## config.mk

```make
export PLATFORM = sky130hd
export DESIGN_NAME = audioport_ctrl_fsm
export DESIGN_NICKNAME = d
export VERILOG_FILES = /design/src/rtl/audioport_ctrl_fsm.sv
export SDC_FILE = /design/constraint.sdc
export NUM_CORES = 1
export LEC_CHECK = 0
export BUFFER_PORTS_ARGS = -buffer_cell sky130_fd_sc_hd__buf_2
export CORE_ASPECT_RATIO = 1.75
export CORE_MARGIN = 2
export CORE_UTILIZATION = 38
export CTS_CLUSTER_DIAMETER = 50
export DETAILED_ROUTE_END_ITERATION = 6
export PLACE_DENSITY = 0.77
export SYNTH_ARGS = -nofsm -noshare
export SYNTH_HDL_FRONTEND = slang
export SYNTH_SLANG_ARGS = --single-unit
```

## constraint.sdc

```tcl
create_clock -name clk -period 2 [get_ports clk]
set_input_delay 0.4 -clock clk [delete_from_list [all_inputs] [get_ports clk]]
set_output_delay 0.4 -clock clk [all_outputs]
set_load 0.05 [all_outputs]
```

## src/rtl/audioport_ctrl_fsm.sv

```systemverilog
// audioport_ctrl_fsm: command sequencer, STANDBY/PLAY FSM, sample-rate divider.
// Optional tick counter output enabled by defining AUDIOPORT_TICK_COUNT_EN.
module audioport_ctrl_fsm #(
    parameter int BUF_AW    = 4,
    parameter int RATE_DIV0 = 2268,
    parameter int RATE_DIV1 = 1134,
    parameter int RATE_DIV2 = 567,
    parameter int RATE_DIV3 = 283
) (
    input  logic              clk,
    input  logic              rst,
    input  logic              cmd_valid_in,
    input  logic [31:0]       cmd_in,
    input  logic [31:0]       cfg_reg_in,
    input  logic [BUF_AW:0]   buf_level_in,
    output logic              play_out,
    output logic              tick_out,
    output logic              clr_out,
    output logic              cfg_out,
    output logic              level_out,
    output logic              irq_out,
    output logic              cmd_err_out,
    output logic [31:0]       status_out
`ifdef AUDIOPORT_TICK_COUNT_EN
    ,
    output logic [31:0]       tick_count_out
`endif
);

    typedef enum logic {
        STANDBY = 1'b0,
        PLAY    = 1'b1
    } state_t;

`ifdef AUDIOPORT_TICK_COUNT_EN
    localparam logic FEAT = 1'b1;
`else
    localparam logic FEAT = 1'b0;
`endif

    state_t      state;
    logic [1:0]  rate;
    logic [31:0] cnt;
    logic [31:0] div_last;

    logic do_clr;
    logic do_cfg;
    logic do_start;
    logic do_stop;
    logic do_level;
    logic do_ack;
    logic do_err;

    // Only the rate select field of the config register matters here.
    logic cfg_unused;
    assign cfg_unused = ^cfg_reg_in[31:2];

    // Decode the incoming command against the current state.
    always_comb begin
        do_clr   = 1'b0;
        do_cfg   = 1'b0;
        do_start = 1'b0;
        do_stop  = 1'b0;
        do_level = 1'b0;
        do_ack   = 1'b0;
        do_err   = 1'b0;
        if (cmd_valid_in) begin
            if (|cmd_in[31:3]) begin
                do_err = 1'b1;
            end else begin
                unique case (cmd_in[2:0])
                    3'd0: ;
                    3'd1: begin
                        if (state == PLAY) do_err = 1'b1;
                        else               do_clr = 1'b1;
                    end
                    3'd2: begin
                        if (state == PLAY) do_err = 1'b1;
                        else               do_cfg = 1'b1;
                    end
                    3'd3: do_start = 1'b1;
                    3'd4: do_stop  = 1'b1;
                    3'd5: do_level = 1'b1;
                    3'd6: do_ack   = 1'b1;
                    default: do_err = 1'b1;
                endcase
            end
        end
    end

    // Terminal count of the divider for the latched rate.
    always_comb begin
        div_last = 32'(RATE_DIV0 - 1);
        unique case (rate)
            2'd0: div_last = 32'(RATE_DIV0 - 1);
            2'd1: div_last = 32'(RATE_DIV1 - 1);
            2'd2: div_last = 32'(RATE_DIV2 - 1);
            2'd3: div_last = 32'(RATE_DIV3 - 1);
            default: div_last = 32'(RATE_DIV0 - 1);
        endcase
    end

    // State machine, divider, interrupt and all registered outputs.
    always_ff @(posedge clk or posedge rst) begin
        if (rst) begin
            state       <= STANDBY;
            rate        <= 2'd0;
            cnt         <= 32'd0;
            play_out    <= 1'b0;
            tick_out    <= 1'b0;
            clr_out     <= 1'b0;
            cfg_out     <= 1'b0;
            level_out   <= 1'b0;
            irq_out     <= 1'b0;
            cmd_err_out <= 1'b0;
            status_out  <= 32'd0;
        end else begin
            clr_out     <= do_clr;
            cfg_out     <= do_cfg;
            level_out   <= do_level;
            cmd_err_out <= do_err;
            tick_out    <= 1'b0;
            if (do_cfg) rate <= cfg_reg_in[1:0];

            unique case (state)
                STANDBY: begin
                    if (do_start) begin
                        state    <= PLAY;
                        play_out <= 1'b1;
                        cnt      <= 32'd0;
                    end
                end
                PLAY: begin
                    if (do_stop) begin
                        state    <= STANDBY;
                        play_out <= 1'b0;
                        cnt      <= 32'd0;
                    end else if (cnt == div_last) begin
                        cnt      <= 32'd0;
                        tick_out <= 1'b1;
                    end else begin
                        cnt      <= cnt + 32'd1;
                    end
                end
                default: state <= STANDBY;
            endcase

            // A new underrun beats a simultaneous acknowledge.
            if (state == PLAY && do_stop)
                irq_out <= 1'b0;
            else if (tick_out && buf_level_in == '0)
                irq_out <= 1'b1;
            else if (do_ack)
                irq_out <= 1'b0;

            status_out <= {27'd0, FEAT, rate, irq_out, play_out};
        end
    end

`ifdef AUDIOPORT_TICK_COUNT_EN
    // Free-running count of emitted sample ticks.
    always_ff @(posedge clk or posedge rst) begin
        if (rst)
            tick_count_out <= 32'd0;
        else if (do_clr)
            tick_count_out <= 32'd0;
        else if (tick_out)
            tick_count_out <= tick_count_out + 32'd1;
    end
`endif

endmodule

```

======== Word level (Yosys, flattened, before mapping) ========
Index checks and enable logic that the tools add are counted.
word-level totals
  register bits ........................... 46
  output and inout port bits .............. 39
operators by class
  $add $sub $neg .......................... 1
  equality and inequality tests ........... 12
  muxes and demuxes ....................... 40
  bitwise operators ....................... 1
  reduce and logical (&&, ||, !) cells .... 10
operators by type and width
  operator                                               count
  one-hot mux 32 bit (4 select lines)                    1
  two-way mux 32 bit                                     3
  one-hot mux 32 bit (2 select lines)                    1
  adder 32 x 1 -> 32 bit, second input constant          1
  equality test 32 bit                                   1
  two-way mux 1 bit                                      32
  OR reduction 29 bit                                    1
  equality test 3 bit, second input constant             3
  equality test 3 x 2 -> 1 bit, second input constant    2
  one-hot mux 1 bit (2 select lines)                     3
  logical NOT 5 bit                                      1
  OR reduction 5 bit                                     1
  equality test 2 bit, second input constant             2
  equality test 3 x 1 -> 1 bit, second input constant    1
  logical NOT 3 bit                                      1
  nonzero test 3 bit                                     1
  equality test 2 x 1 -> 1 bit, second input constant    1
  logical AND 1 bit                                      2
  logical NOT 2 bit                                      1
  inequality test 2 x 1 -> 1 bit, second input constant  1
  inequality test 2 bit, second input constant           1
  AND reduction 2 bit                                    1
  OR reduction 2 bit                                     1
  NOT 1 bit                                              1

======== Logic depth before layout (Yosys ltp) ========
  depth after elaboration ................. 7
  gate-level depth with buffers ........... 9

======== Worst setup path after synthesis ========
OpenSTA, ideal clock, no wires.
  path type ............................... in2reg
  from .................................... input port cmd_in[25]
  to ...................................... register cnt[8]
  setup time .............................. 0.126 ns
  arrival time ............................ 2.040 ns
  data required time ...................... 1.874 ns
  slack ................................... -0.166 ns
  stages on the path ...................... 7
  cells stage by stage .................... nor4_2 > nand4_2 > or2_1 > buf_6 > o31a_1 > buf_6 > a221o_1
on the way
  cells in the longest elaborated chain, start to end .. 5
RTL lines
  what                                 line  RTL
  start: declaration                   13    input logic [31:0] cmd_in,
  OR reduction 29 bit (*)              68    if (|cmd_in[31:3]) begin
  two-way mux 1 bit                    68
  two-way mux 1 bit                    67    if (cmd_valid_in) begin
  two-way mux 32 bit                   134   if (do_stop) begin
  one-hot mux 32 bit (2 select lines)  125   unique case (state)
  end signal: assignment               142   cnt <= cnt + 32'd1;
  end: declaration                     43    logic [31:0] cnt;
Mark *: on every way between the ends. The rest lies on a longest branch, timed or not.
A chain may end at the register's enable or synchronous reset.

======== Worst setup path in the final report ========
  from .................................... register rate[1]
  to ...................................... register cnt[23]
on the way
  cells in the longest elaborated chain, start to end .. 6
RTL lines
  what                                         line  RTL
  start: declaration                           42    logic [1:0] rate;
  start signal: assignment                     123   if (do_cfg) rate <= cfg_reg_in[1:0];
  equality test 2 bit (tied with other cells)  94    unique case (rate)
  one-hot mux 32 bit (4 select lines) (*)      94
  equality test 32 bit (*)                     138   end else if (cnt == div_last) begin
  two-way mux 32 bit (*)                       138
  two-way mux 32 bit (*)                       134
  one-hot mux 32 bit (2 select lines) (*)      125
Mark *: on every way between the ends. The rest lies on a longest branch, timed or not. The select of a mux whose other input is x is not followed.

==> metrics.md <==
| Metric | Value |
|---|---|
| DRC violations left | `0` |
| Commonest non-fill, non-tap cell in the layout | `buf_4` |
| Setup CP Type | `flip-flop to flip-flop` |
| Highest Clock Rate | `454.5 MHz` |
| Largest net degree at the start of global routing | `31` |
| Critical-path cell list | `ha_2 -> xnor2_2 -> o2111ai_2 -> nor4_4 -> buf_6 -> nor2_2 -> buf_6 -> a221o_2` |
| CP max-delay cell | `dfrtp_2` |
| Clock root buffer | `clkbuf_16` |
| Post-synthesis sequential area ratio | `0.3676` |
| Average wire per standard cell | `17.76 microns` |
| Slowest cell delay on critical path | `0.49 ns` |
| Lkg Pwr | `1.962 nW` |
| Most used cell, CP | `buf_6` |
| Grt ovf | `0` |
| Flops & latches, synth | `46` |
| Gate Count Post-Synth | `337` |
| Main combinational cell family by area after synthesis | `simple AND/OR/NAND/NOR gates` |
| Min Tclk post-route | `2.200 ns` |
| Crit path max fanout | `8` |
| Final hold slack | `0.1800 ns` |
| Cell Area, Placed | `3913 sq um` |
| Synth Area in Simple Gates | `0.2960` |
| Worst VDD drop | `0.3282 mV` |
| Multiplexer share of the synthesized area | `0.01079` |
| Number of max-cap violations | `0` |
| PD cells | `452.0 nW/um^2` |
| Die height | `124.1 microns` |
| Top_reg_cell synth | `dfrtp_1` |
| Mean post-synth cell area | `9.293 sq um` |
| Initial antenna violation count | `0` |
| Yosys top cell area share | `0.3676` |
| Max Slew Vio Count | `0` |
| Total Negative Setup Slacks | `-3.995 ns` |
| GRT Util Overall | `0.2035` |
| Clock sinks | `46` |
| Vias in the first global route | `3096` |
| Die width | `72.63 microns` |
| First-pass GRT wire length | `14120 microns` |
| Filler Cell Count | `652` |
| Total chip power | `1.971 mW` |
| Starting density of the core | `0.3933` |
| Crit-path leading delay family | `compound AO/OA/AOI/OAI gates` |
| Setup Skew | `0.006757 ns` |
| DPL Wire Length | `6536 microns` |
| Routability cong. | `0.9020` |
| Synth Area in Compound Gates | `0.1750` |
| Failing checks | `setup timing` |
| Adder-Cell Fraction of Synth Area | `0.02397` |
| Final hold viol count | `0` |
| Hold Buf Count CTS | `0` |
| Cts bufs inserted | `5` |
| Most frequent cells in the layout | `buf_4 (61), buf_2 (52), dfrtp_1 (43), conb_1 (28), nand2_1 (25)` |
| Comb pwr share | `0.116` |
| Switching share of power | `0.2710` |
| Antenna diodes | `0` |
| Drt total wl | `9571 microns` |
| Async SR Flop Fraction | `1.000` |
| P_sw | `534.0 uW` |
| Min-delay worst type | `primary input to async pin` |
| YS warnings | `0` |
| Clock Tree Buf Depth | `2` |
| Worst EP arrival | `2.38 ns` |
| Core Area | `7963 sq um` |
| ANT nets after route | `0` |
| Synth Area in XOR/XNOR | `0.02237` |
| Layout cell share with drive strength beyond 1 | `0.4120` |
| Slew @ Worst Pin | `0.6516 ns` |
| Layout area overhead | `39.23%` |
| Drt pass-1 iters | `4` |
| Number of cell rows | `43` |
| Final setup margin | `-0.2001 ns` |
| IO Port Bufs | `52` |
| Seq pwr share | `0.473` |
| Yosys cell types | `57` |
| CTS tree | `yes` |
| Int Power | `1.437 mW` |
| Cell area after synthesis | `3132 sq um` |
| Die Area | `9012 sq um` |
| Clock H-tree levels | `2` |
| Final setup fails | `32` |
| EDFF count, synth | `0` |
| Relative slew slack | `0.5649` |
| Clock-pin transition on the worst setup and hold timing paths | `0.06 ns` |
| Vias per Instance | `5.891` |
| Critical path buffers and inverters | `2` |
| Unrepaired setup endpoints after global routing | `yes` |
| Worst EP required | `2.18 ns` |
| Setup crit end kind | `flip-flop` |
| Routed via count | `3175` |
| Part of the cycle the worst path needs | `1.100` |
| Later-pin clock latency in the skew report | `0.30 ns` |
| I/O pins | `111` |
| DR iter-0 viols | `168` |
| Final instance area | `4360 sq um` |
| Final Net Count | `527` |
| Synth top area cells | `dfrtp_1 (37%), buf_4 (6.7%), nor3_1 (4.0%)` |
| Status | `complete, but fails checks` |
| Leading area contributor after synthesis | `dfrtp_1` |
| Type of origin of the critical path | `flip-flop` |
| Clock network power share | `0.412` |
## synth_stat cells (2+ instances only)
master and number:
nor4_2 6, o31ai_1 2, a221o_1 2, and3b_1 2
buf_6 2, a31oi_1 2, inv_1 7, and3_1 5
nor4_1 17, a21o_1 3, nand2_1 25, a221o_2 2
buf_2 6, o22ai_1 2, xor2_1 4, nor3b_1 12
clkbuf_1 9, or3_1 6, o21ai_0 2, a211oi_1 4
nor2_1 14, o22a_1 6, or2_2 2, nor3_1 25
mux2_2 3, o41ai_1 2, nand4_1 7, nand3_1 17
o21a_1 11, and2_1 4, and4_1 4, ha_1 6
buf_4 28, a22o_1 3, a21o_2 3, nor4b_1 4
xnor2_1 4, o311ai_0 9, dfrtp_1 46, nand4_2 2
## power groups by stage
stage	Sequential [mW]	Combinational, mW	Clock [mW]
floorplan	0.953	0.195	0
global placement	0.949	0.223	0
detailed placement	0.949	0.226	0
CTS	0.932	0.227	0.813
global route	0.931	0.242	0.854
finish	0.932	0.228	0.811
## kinds of logic (layout without fill, tap and decap cells)
group,Yosys count,count (layout)
xor+xnor,8,8
buf+inv,52,137
mux,3,3
simple gates,157,157
compound gates,64,64
flops,46,46
other cells,1,28
fa+ha+maj,6,6
## timing repair
item	4_1_cts	5_1_grt
setup buffers	3	0
endpoints found under the setup margin	34	34
pin swaps	6	12
endpoints found under the hold margin	0	0
gates cloned	2	0
resized for setup	34	25
## metal layers
metal / up-vias / share of wire / track usage
li1: 1454 / - / -
met1: 1517 / 0.33 / 0.1759
met2: 154 / 0.57 / 0.3955
met3: 50 / 0.045 / 0.03398
met4: 0 / 0.057 / 0.1563
met5: - / 0 / 0
## registers in the layout, indices dropped and copies added, names as in the netlist
signal	cells
cnt	32
status_out	4
rate	2
cfg_out	1
clr_out	1
cmd_err_out	1
irq_out	1
level_out	1
play_out	1
state	1
tick_out	1
## through the flow
step	worst slack [ns]	util	std cells
6_report	-0.2001	0.5476	539
3_3_place_gp	-0.3671	0.4914	527
2_1_floorplan	-0.07485	-	364
3_5_place_dp	-0.3818	0.4914	527
4_1_cts	-0.1517	0.5339	539
5_1_grt	-0.2425	0.5476	539
## path summary, 6_finish.rpt
kind | from | end | slack, ns | cells after the start
hold reg to reg | irq_out$_DFFE_PP0P_ | status_out[1]$_DFF_PP0_ | 0.40 | 0
max in group asynchronous | rst | state$_DFF_PP0_ | 1.21 | 3
setup reg to reg | rate[1]$_DFFE_PP0P_ | cnt[23]$_DFFE_PP0P_ | -0.20 | 8
setup / recovery | rate[1]$_DFFE_PP0P_ | cnt[23]$_DFFE_PP0P_ | -0.20 | 8
min in group clk | cfg_reg_in[1] | rate[1]$_DFFE_PP0P_ | 0.34 | 2
hold / removal | rst | cnt[10]$_DFFE_PP0P_ | 0.18 | 2
## final cells by class
class	instances	area [sq um]	share of cell area
Clock buffer	7	132.6	0.03042
Inverter	7	31.28	0.007174
Multi-Input combinational cell	266	2052	0.4706
Sequential cell	46	1155	0.2649
Tap cell	90	112.6	0.02582
Timing Repair Buffer	123	877.1	0.2011
(Power assumes the default switching activity.)
